$ cat src/rtl/add.sv
// Registered WIDTH-bit ripple-carry adder with carry-in/carry-out, 1-cycle latency.
// Define ADD_OVERFLOW_EN to add the registered signed-overflow output ov.

module add_fa (
  input  logic a,
  input  logic b,
  input  logic ci,
  output logic s,
  output logic co
);
  assign s  = a ^ b ^ ci;
  assign co = (a & b) | (a & ci) | (b & ci);
endmodule

module add #(
  parameter int WIDTH = 8
) (
  input  logic             clk,
  input  logic             rst,
  input  logic             in_valid,
  input  logic [WIDTH-1:0] a,
  input  logic [WIDTH-1:0] b,
  input  logic             ci,
  output logic             out_valid,
  output logic [WIDTH-1:0] y,
`ifdef ADD_OVERFLOW_EN
  output logic             co,
  output logic             ov
`else
  output logic             co
`endif
);
  localparam int STAGES = 1;

  // c[i] is the carry into bit i; c[WIDTH] is the carry out of the MSB.
  logic [WIDTH:0]   c;
  logic [WIDTH-1:0] s;
  logic             vld_q;
  logic [STAGES:0]  vld_pipe;

  assign c[0] = ci;

  for (genvar i = 0; i < WIDTH; i++) begin : g_fa
    add_fa u_fa (
      .a  (a[i]),
      .b  (b[i]),
      .ci (c[i]),
      .s  (s[i]),
      .co (c[i+1])
    );
  end

  assign vld_pipe  = {vld_q, in_valid};
  assign out_valid = vld_pipe[STAGES];

  always_ff @(posedge clk) begin
    if (rst) vld_q <= 1'b0;
    else     vld_q <= vld_pipe[0];
  end

  // Result registers hold across idle cycles; only a valid beat updates them.
  always_ff @(posedge clk) begin
    if (rst) begin
      y  <= '0;
      co <= 1'b0;
    end else if (in_valid) begin
      y  <= s;
      co <= c[WIDTH];
    end
  end

`ifdef ADD_OVERFLOW_EN
  always_ff @(posedge clk) begin
    if (rst)           ov <= 1'b0;
    else if (in_valid) ov <= c[WIDTH-1] ^ c[WIDTH];
  end
`endif

endmodule

$ cat config.mk
export PLATFORM = sky130hd
export DESIGN_NAME = add
export DESIGN_NICKNAME = d
export VERILOG_FILES = /design/src/rtl/add.sv
export SDC_FILE = /design/constraint.sdc
export NUM_CORES = 1
export LEC_CHECK = 0
export CORE_ASPECT_RATIO = 0.9
export CORE_UTILIZATION = 36
export CTS_CLUSTER_SIZE = 20
export DETAILED_ROUTE_END_ITERATION = 10
export PLACE_DENSITY = 0.82
export SETUP_SLACK_MARGIN = 0.4
export SLEW_MARGIN = 20
export SYNTH_ARGS = -nofsm -noshare
export SYNTH_HDL_FRONTEND = slang
export SYNTH_SLANG_ARGS = --single-unit
$ cat constraint.sdc
create_clock -name clk -period 5.1 [get_ports clk]
set_clock_uncertainty 0.05 [all_clocks]
set_input_delay 1.02 -clock clk [delete_from_list [all_inputs] [get_ports clk]]
set_output_delay 1.02 -clock clk [all_outputs]
set_load 0.01 [all_outputs]
==> results of run 1 <==
-- worst reg2reg max path: stages (launching register included) --
cell and delay (ns):
dfxtp_1 0.33, nor2_1 0.04, a211oi_1 0.22
-- cells by family after synthesis --
logic type / Yosys count
buf+inv: 9
fa+ha+maj: 8
simple gates: 10
compound gates: 3
flops: 10
mux: 6
-- per-layer routing --
metal  routed length [um]  part of all wire (%)
met5                    0                     0
met2                  467                    48
met3                  101                    10
met1                  396                    41
met4                    8                  0.82
-- report_power, final --
group	total [W]	internal (W)	leakage (nW)	switching, W
Clock	0.0000724	0.0000434	0.0210	0.0000290
Combinational	0.0000632	0.0000389	0.262	0.0000243
Sequential	0.0000897	0.0000859	0.0829	0.00000379
Total	0.000225	0.000168	0.366	0.0000571
-- how the worst max path moves through the flow --
stage | startpoint | to | cells after the start
6_report | a[0] | y[7] | 13
4_1_cts | a[0] | y[7] | 13
2_1_floorplan | a[0] | y[7] | 12
3_5_place_dp | a[0] | y[7] | 13
3_3_place_gp | a[0] | y[7] | 13
5_1_grt | a[0] | y[7] | 13
-- through the flow --
step	setup WS, ns	utilization, %	cell area (sq um)
2_1_floorplan	0.777	-	529
3_3_place_gp	0.263	62.9	822
3_5_place_dp	0.182	62.9	822
4_1_cts	0.452	65.7	858
5_1_grt	0.436	66.1	863
6_report	0.572	66.1	863
-- synthesized netlist by cell type --
cell	n	share of area, %
mux2i_1	6	11
buf_6	1	2.1
inv_1	7	5.0
clkbuf_1	1	0.71
nor2b_1	1	1.2
a211oi_2	1	2.4
nor2_1	9	6.4
fa_1	8	30
a211oi_1	2	2.8
dfxtp_1	10	38
-- cell usage in the layout (no fill, tap or decap) --
| cell type | count |
|---|---|
| a211oi_1 | 2 |
| a211oi_2 | 1 |
| clkbuf_4 | 3 |
| clkbuf_8 | 1 |
| clkdlybuf4s50_1 | 29 |
| dfxtp_1 | 10 |
| fa_1 | 6 |
| fa_2 | 2 |
| inv_1 | 7 |
| mux2i_1 | 6 |
| nor2_1 | 9 |
| nor2b_1 | 1 |
-- registers in the layout, summed over array words and instances (netlist names) --
register and flops:
y 8, co 1, out_valid 1
-- final cells by class --
type                       instances  area share [%]
multi-input combinational         27            33.9
timing repair buffer              29            33.6
sequential                        10            23.2
clock buffer                       4            4.20
inverter                           7            3.04
tap                               14            2.03
==> flow_metrics.env, run 1 <==
export IMPL_powerDensity_mw_per_mm2=261
export IMPL_critPathSlowestCell="clkdlybuf4s50_1"
export IMPL_core_sq_mm=0.00131
export IMPL_grt_overflow_total=0
export IMPL_yosys_area_share_adder_pct=30.3
export IMPL_status="finished clean"
export IMPL_muxShareOfSynthArea_pct=11.3
export IMPL_antenna_found_initial=0
export IMPL_grt_max_degree=14
export IMPL_clk_latency_ns=0.26
export IMPL_grt_pass1_wl_mm=1.64
export IMPL_timing_rr_end="co"
export IMPL_row_count=12
export IMPL_setup_violations=0
export IMPL_worstPathRequired_ns=5.23
export IMPL_total_power_w=0.000225
export IMPL_worst_setup_path_end_kind="register"
export IMPL_drt_total_wl_um=973
export IMPL_netlist_area_sq_um=529
export IMPL_ff_latch_area_sq_um=200
export IMPL_gp_congestion=0.707
export IMPL_vias_per_cell=4.64
export IMPL_synthToLayoutAreaGrowth_pct=63.1
export IMPL_fin_crit_ns=4.53
export IMPL_gr_usage_met3_pct=8.96
export IMPL_ys_ff_latch=10
export IMPL_critPathMaxStageDelay_ns=0.40
export IMPL_syn_num_nets=74
export IMPL_hpwl_um=803
export IMPL_yosys_area_share_simple_pct=7.57
export IMPL_cts_clk_slew_worst_paths_ns=0.07
export IMPL_dr_pass1_iters=1
export IMPL_tightestPinTransition_ns=0.579
export IMPL_crit_arrival_ns=4.66
export IMPL_path_cells="clkdlybuf4s50_1 -> inv_1 -> fa_1 -> inv_1 -> fa_1 -> fa_1 -> fa_2 -> fa_1 -> fa_2 -> fa_1 -> inv_1 -> fa_1 -> a211oi_1"
export IMPL_root_buffer="clkbuf_4"
export IMPL_ir_drop_mv=0.200
export IMPL_cts_buffer_depth=2
export IMPL_hold_end="y[7]"
export IMPL_path_class="in -> reg"
export IMPL_grtUsageTotal_pct=14.9
export IMPL_synth_top_family_by_area="adder cells"
export IMPL_r2r_start="co"
export IMPL_rr_worst_depth=2
export IMPL_n_antenna_cell=0
export IMPL_post_cts_buffers=0
export IMPL_use_met2_pct=21.2
export IMPL_drt_iter0_drc=0
export IMPL_ant_nets=0
export IMPL_hold_depth=2
export IMPL_cts_resized=0
export IMPL_cp_top_family="adder cells"
export IMPL_whs_ns=0.439
export IMPL_die_area_sq_mm=0.00163
export IMPL_cts_buffers=3
export IMPL_holdBufCountCts=0
export IMPL_fin_cells=91
export IMPL_leakage_nw=0.366
export IMPL_cp_num_buf_inv=4
export IMPL_cts_tree="done"
export IMPL_drcViolationCount=0
export IMPL_cap_violations=0
export IMPL_hp_class="reg -> reg"
export IMPL_grt_pass1_vias=391
export IMPL_layout_drive_gt1_share_pct=9.09
export IMPL_multi_input_area_sq_um=293
export IMPL_hold_start="y[7]"
export IMPL_synthCells=46
export IMPL_period_share_pct=88.8
export IMPL_start_util_pct=40.5
export IMPL_dr_total_vias=422
export IMPL_numPortBuffers=29
export IMPL_nets=106
export IMPL_grt_util_met1_pct=17.1
export IMPL_rsz0062_at_grt="no"
export IMPL_drv_slew=0
export IMPL_max_freq_mhz=221
export IMPL_yosys_warnings=0
export IMPL_io_pins=30
export IMPL_cts_sinks=10
export IMPL_die_x_um=42.4
export IMPL_max_slew_margin_pct=61.3
export IMPL_synth_compound_area_share_pct=5.20
export IMPL_fillers=112
export IMPL_finalHoldViolations=0
export IMPL_seq_area_frac_synth_pct=37.8
export IMPL_start_kind="input port"
export IMPL_path_max_fanout=1
export IMPL_tns_ns=0
export IMPL_crit_top_cell="fa_1"
export IMPL_busiest_layer="met2"
export IMPL_dp_cells=87
export IMPL_htree_levels=1
export IMPL_die_h_um=38.4
export IMPL_avgRoutedWirePerCell_um=10.7
export IMPL_synthDistinctLibCells=10
export IMPL_ff2ff_setup_slack_ns=4.37
export IMPL_synth_avg_cell_area_sq_um=11.5
export IMPL_synth_xor_area_share_pct=0
Power figures use the tool's default switching activity.
==> run 2: changes to the inputs <==
--- a/config.mk
+++ b/config.mk
@@ -5,11 +5,12 @@
 export SDC_FILE = /design/constraint.sdc
 export NUM_CORES = 1
 export LEC_CHECK = 0
-export CORE_ASPECT_RATIO = 0.9
-export CORE_UTILIZATION = 36
+export CORE_AREA = 2 2 39 41
 export CTS_CLUSTER_SIZE = 20
 export DETAILED_ROUTE_END_ITERATION = 10
-export PLACE_DENSITY = 0.82
+export DIE_AREA = 0 0 41 43
+export DONT_BUFFER_PORTS = 1
+export PLACE_DENSITY = 0.6
 export SETUP_SLACK_MARGIN = 0.4
 export SLEW_MARGIN = 20
 export SYNTH_ARGS = -nofsm -noshare
==> run 2 against run 1 <==
  * Sequential power rose by 5.0%
  * Wire length fell by 14%
  * Sequential share of layout area rose by 12 points
  * Highest routed layer is now met3
  * Die area rose by 8.3%
  * Final area fell by 34%
  * Critical path depth fell by 1
  * Sequential cell count did not move
  * Largest cell class unchanged
==> flow_metrics.env, run 2 (synthesis results as in run 1) <==
export IMPL_holdBufCountCts=0
export IMPL_ff_latch_area_sq_um=200
export IMPL_cts_resized=0
export IMPL_rsz0062_at_grt="no"
export IMPL_grt_overflow_total=0
export IMPL_max_slew_margin_pct=88.3
export IMPL_r2r_start="y[7]"
export IMPL_p_comb_share_pct=13.2
export IMPL_multi_input_area_sq_um=288
export IMPL_period_share_pct=82.4
export IMPL_row_count=14
export IMPL_powerDensity_mw_per_mm2=333
export IMPL_busiest_layer="met2"
export IMPL_hold_end="y[7]"
export IMPL_start_util_pct=38.2
export IMPL_htree_levels=1
export IMPL_dp_cells=60
export IMPL_p_int_w=0.000143
export IMPL_worst_setup_path_end_kind="register"
export IMPL_p_sw_share_pct=24.8
export IMPL_cts_sinks=10
export IMPL_post_cts_buffers=0
export IMPL_dr_pass1_iters=4
export IMPL_fin_cells=64
export IMPL_layout_common_cells="dfxtp_1, nor2_1, fa_1"
export IMPL_io_pins=30
export IMPL_layout_drive_gt1_share_pct=10.4
export IMPL_n_antenna_cell=0
export IMPL_worstPathRequired_ns=5.23
export IMPL_grtUsageTotal_pct=11.5
export IMPL_crit_start="a[0]"
export IMPL_gp_congestion=0.663
export IMPL_cts_buffers=3
export IMPL_crit_arrival_ns=4.33
export IMPL_cts_clk_slew_worst_paths_ns=0.07
export IMPL_path_max_fanout=1
export IMPL_grt_max_degree=14
export IMPL_dr_total_vias=323
export IMPL_vias_per_cell=5.05
export IMPL_ir_drop_mv=0.153
export IMPL_ff2ff_setup_slack_ns=4.34
export IMPL_rr_worst_depth=2
export IMPL_cts_buffer_depth=2
export IMPL_grt_pass1_vias=331
export IMPL_finalHoldViolations=0
export IMPL_drt_iter0_drc=1
export IMPL_gr_usage_met3_pct=8.90
export IMPL_status="finished clean"
export IMPL_hold_start="y[7]"
export IMPL_drv_slew=0
export IMPL_top_register="y"
export IMPL_switching_power_w=0.0000470
export IMPL_root_buffer="clkbuf_4"
export IMPL_die_h_um=43
export IMPL_die_area_sq_mm=0.00176
export IMPL_nets=77
export IMPL_clkPwrFrac_pct=37.2
export IMPL_cts_tree="done"
export IMPL_avgRoutedWirePerCell_um=13.1
export IMPL_grt_pass1_wl_mm=1.33
export IMPL_core_sq_mm=0.00138
export IMPL_path_class="in -> reg"
export IMPL_p_seq_share_pct=49.6
export IMPL_start_kind="input port"
export IMPL_timing_rr_end="y[7]"
export IMPL_fin_crit_ns=4.20
export IMPL_numPortBuffers=0
export IMPL_grt_util_met1_pct=12.1
export IMPL_clk_latency_ns=0.26
export IMPL_max_freq_mhz=238
export IMPL_drt_total_wl_um=839
export IMPL_leakage_nw=0.258
export IMPL_die_x_um=41
export IMPL_hold_depth=2
export IMPL_fillers=136
export IMPL_tightestPinTransition_ns=0.174
export IMPL_synthToLayoutAreaGrowth_pct=7.80
export IMPL_cap_violations=0
export IMPL_setup_violations=0
export IMPL_hp_class="reg -> reg"
export IMPL_layout_commonest_cell="dfxtp_1"
export IMPL_largest_reg_flops=8
export IMPL_use_met2_pct=18.8
export IMPL_antenna_found_initial=0
export IMPL_tns_ns=0
export IMPL_drcViolationCount=0
export IMPL_ant_nets=0
==> run 2: area by class of cell <==
| type | count | share of cell area [%] |
|---|---|---|
| clock buffer | 4 | 6.36 |
| multi-input combinational | 27 | 50.4 |
| tap | 16 | 3.51 |
| sequential | 10 | 35.1 |
| inverter | 7 | 4.61 |
==> run 2: how the worst max path moves through the flow <==
| stage | depth (start not counted) | slack [ns] | end |
|---|---|---|---|
| after global routing | 12 | 0.72 | y[7] |
| after global placement | 12 | 0.64 | y[7] |
| after CTS | 12 | 0.86 | y[7] |
| after floorplan | 12 | 0.78 | y[7] |
| after detailed placement | 12 | 0.59 | y[7] |
| final | 12 | 0.90 | y[7] |
==> run 2: layer usage <==
metal	up-vias	wire length, um
met3	0	126
met5	-	0
met1	150	320
met4	0	0
li1	147	-
met2	26	392
==> run 2: per-stage QoR <==
step / power, W / area, sq um / hold WS, ns / utilization, % / setup slack (ns)
floorplan: 0.000119 / 529 / 0.455 / - / 0.777
global placement: 0.000121 / 534 / 0.471 / 38.6 / 0.636
detailed placement: 0.000122 / 534 / 0.480 / 38.6 / 0.588
CTS: 0.000194 / 571 / 0.490 / 41.2 / 0.856
global route: 0.000202 / 571 / 0.495 / 41.2 / 0.715
finish: 0.000190 / 571 / 0.479 / 41.2 / 0.898
==> run 2: power groups by stage <==
stage / Clock, W / Sequential, W / Combinational, W
finish: 0.0000707 / 0.0000942 / 0.0000250
global route: 0.0000760 / 0.0000953 / 0.0000310
CTS: 0.0000738 / 0.0000944 / 0.0000263
detailed placement: 0 / 0.0000963 / 0.0000262
global placement: 0 / 0.0000961 / 0.0000247
floorplan: 0 / 0.0000949 / 0.0000243
==> run 2: worst max-delay path: stages <==
cell and delay (ns):
inv_1 0.06, fa_1 0.16, inv_1 0.05, fa_1 0.38, fa_1 0.39, fa_1 0.38, fa_1 0.39, fa_1 0.40
fa_1 0.38, inv_1 0.09, fa_1 0.41, a211oi_1 0.23
==> run 3: changes to the inputs <==
--- a/config.mk
+++ b/config.mk
@@ -10,7 +10,7 @@
 export DETAILED_ROUTE_END_ITERATION = 10
 export DIE_AREA = 0 0 41 43
 export DONT_BUFFER_PORTS = 1
-export PLACE_DENSITY = 0.6
+export PLACE_DENSITY = 0.62
 export SETUP_SLACK_MARGIN = 0.4
 export SLEW_MARGIN = 20
 export SYNTH_ARGS = -nofsm -noshare
==> constraint.sdc (replaced) <==
create_clock -name clk -period 3.7 [get_ports clk]
set_clock_uncertainty 0.05 [all_clocks]
set_input_delay 0.74 -clock clk [delete_from_list [all_inputs] [get_ports clk]]
set_output_delay 0.74 -clock clk [all_outputs]
set_load 0.01 [all_outputs]
==> run 3 against run 2 <==
  * Register-to-register slack worse by 1.4 ns
  * Worst hold slack worse by 0.0080 ns
  * Sequential power grew 38%
  * Non-clock buffer count unchanged
  * Power rose by 40%
  * Clock power up 37%
  * Critical path type unchanged
  * Highest routed layer unchanged
==> flow_metrics.env, run 3 (synthesis results as in run 1) <==
export IMPL_grt_pass1_wl_mm=1.32
export IMPL_leakage_nw=0.257
export IMPL_holdBufCountCts=0
export IMPL_critPathMaxStageDelay_ns=0.41
export IMPL_switching_power_w=0.0000653
export IMPL_hpwl_um=694
export IMPL_die_area_sq_mm=0.00176
export IMPL_grt_overflow_total=0
export IMPL_tns_ns=0
export IMPL_cap_violations=0
export IMPL_layout_common_cells="dfxtp_1, nor2_1, fa_2"
export IMPL_cts_buffer_depth=2
export IMPL_ant_nets=0
export IMPL_gp_congestion=0.653
export IMPL_synthToLayoutAreaGrowth_pct=19.9
export IMPL_path_cells="clkinv_16 -> fa_2 -> inv_2 -> fa_2 -> fa_2 -> fa_2 -> fa_2 -> fa_2 -> fa_2 -> inv_2 -> fa_1 -> a211oi_2"
export IMPL_crit_top_cell="fa_2"
export IMPL_post_cts_buffers=0
export IMPL_grt_util_met1_pct=14.3
export IMPL_die_x_um=41
export IMPL_fin_crit_ns=3.58
export IMPL_use_met2_pct=15.9
export IMPL_status="finished clean"
export IMPL_gr_usage_met3_pct=5.24
export IMPL_layout_commonest_cell="dfxtp_1"
export IMPL_path_max_fanout=1
export IMPL_start_kind="input port"
export IMPL_clk_latency_ns=0.26
export IMPL_row_count=14
export IMPL_cts_buffers=3
export IMPL_hp_class="reg -> reg"
export IMPL_setup_violations=0
export IMPL_fillers=136
export IMPL_cts_sinks=10
export IMPL_dr_pass1_iters=1
export IMPL_dp_cells=60
export IMPL_avgRoutedWirePerCell_um=13.7
export IMPL_clkPwrFrac_pct=36.2
export IMPL_p_comb_share_pct=15.0
export IMPL_vias_per_cell=4.81
export IMPL_whs_ns=0.471
export IMPL_total_power_w=0.000267
export IMPL_ff_latch_area_sq_um=200
export IMPL_max_slew_margin_pct=89.2
export IMPL_max_freq_mhz=280
export IMPL_nets=77
export IMPL_ir_drop_mv=0.229
export IMPL_grt_pass1_vias=319
export IMPL_die_h_um=43
export IMPL_top_register="y"
export IMPL_p_seq_share_pct=48.8
export IMPL_p_sw_share_pct=24.5
export IMPL_n_antenna_cell=0
export IMPL_numPortBuffers=0
export IMPL_crit_arrival_ns=3.71
export IMPL_worst_setup_path_end_kind="register"
export IMPL_core_sq_mm=0.00138
export IMPL_layout_drive_gt1_share_pct=37.5
export IMPL_critPathSlowestCell="fa_1"
export IMPL_multi_input_area_sq_um=310
export IMPL_rsz0062_at_grt="yes"
export IMPL_period_share_pct=96.6
export IMPL_powerDensity_mw_per_mm2=420
export IMPL_dr_total_vias=308
export IMPL_cts_clk_slew_worst_paths_ns=0.07
export IMPL_cts_tree="done"
export IMPL_fin_cells=64
export IMPL_busiest_layer="met2"
export IMPL_place_ws_ns=-0.181
export IMPL_setup_slack_ns=0.124
export IMPL_grtUsageTotal_pct=11.4
export IMPL_path_class="in -> reg"
export IMPL_drcViolationCount=0
export IMPL_drt_iter0_drc=0
export IMPL_antenna_found_initial=0
export IMPL_root_buffer="clkbuf_4"
export IMPL_drv_slew=0
export IMPL_largest_reg_flops=8
export IMPL_p_int_w=0.000201
export IMPL_tightestPinTransition_ns=0.161
export IMPL_worstPathRequired_ns=3.84
export IMPL_finalHoldViolations=0
export IMPL_htree_levels=1
export IMPL_grt_max_degree=14
export IMPL_start_util_pct=38.2
export IMPL_io_pins=30
export IMPL_drt_total_wl_um=876
run 3: layout make-up:
class | instances | area share (%)
Tap cell | 16 | 3.16
Sequential cell | 10 | 31.6
Clock buffer | 4 | 5.72
Multi-Input combinational cell | 27 | 48.9
Inverter | 7 | 10.7
run 3: power groups by stage:
stage | Combinational [W] | Clock [W] | Sequential, W
global route | 0.0000480 | 0.000105 | 0.000132
detailed placement | 0.0000390 | 0 | 0.000133
CTS | 0.0000393 | 0.000103 | 0.000130
finish | 0.0000400 | 0.0000966 | 0.000130
global placement | 0.0000395 | 0 | 0.000133
floorplan | 0.0000373 | 0 | 0.000131
run 3: worst paths after layout:
check | from | to | slack, ns | cells after the start
min reg2reg | co | co | 0.47 | 2
min | co | co | 0.47 | 2
max reg2reg | y[7] | y[7] | 2.95 | 2
max | a[0] | y[7] | 0.12 | 12
run 3: critical path, delay by kind of cell:
family / cells / cell delay (ns)
AO/OA/AOI/OAI: 1 / 0.17
adder cells (fa/ha/maj): 8 / 2.69
buffers and inverters: 3 / 0.12
run 3: per-layer routing:
layer | routed length (um) | vias to the layer above
met3 | 100 | 0
met5 | 0 | -
li1 | - | 147
met2 | 460 | 17
met4 | 0 | 0
met1 | 314 | 144
run 3: metrics by stage:
step                area [sq um]  util [%]
floorplan                    564         -
global placement             569      41.1
detailed placement           569      41.1
CTS                          606      43.8
global route                 634      45.8
finish                       634      45.8
run 3: what timing repair did:
action,4_1_cts,5_1_grt
setup endpoints to repair,1,3
gates resized for setup,0,6
pin swaps,0,1
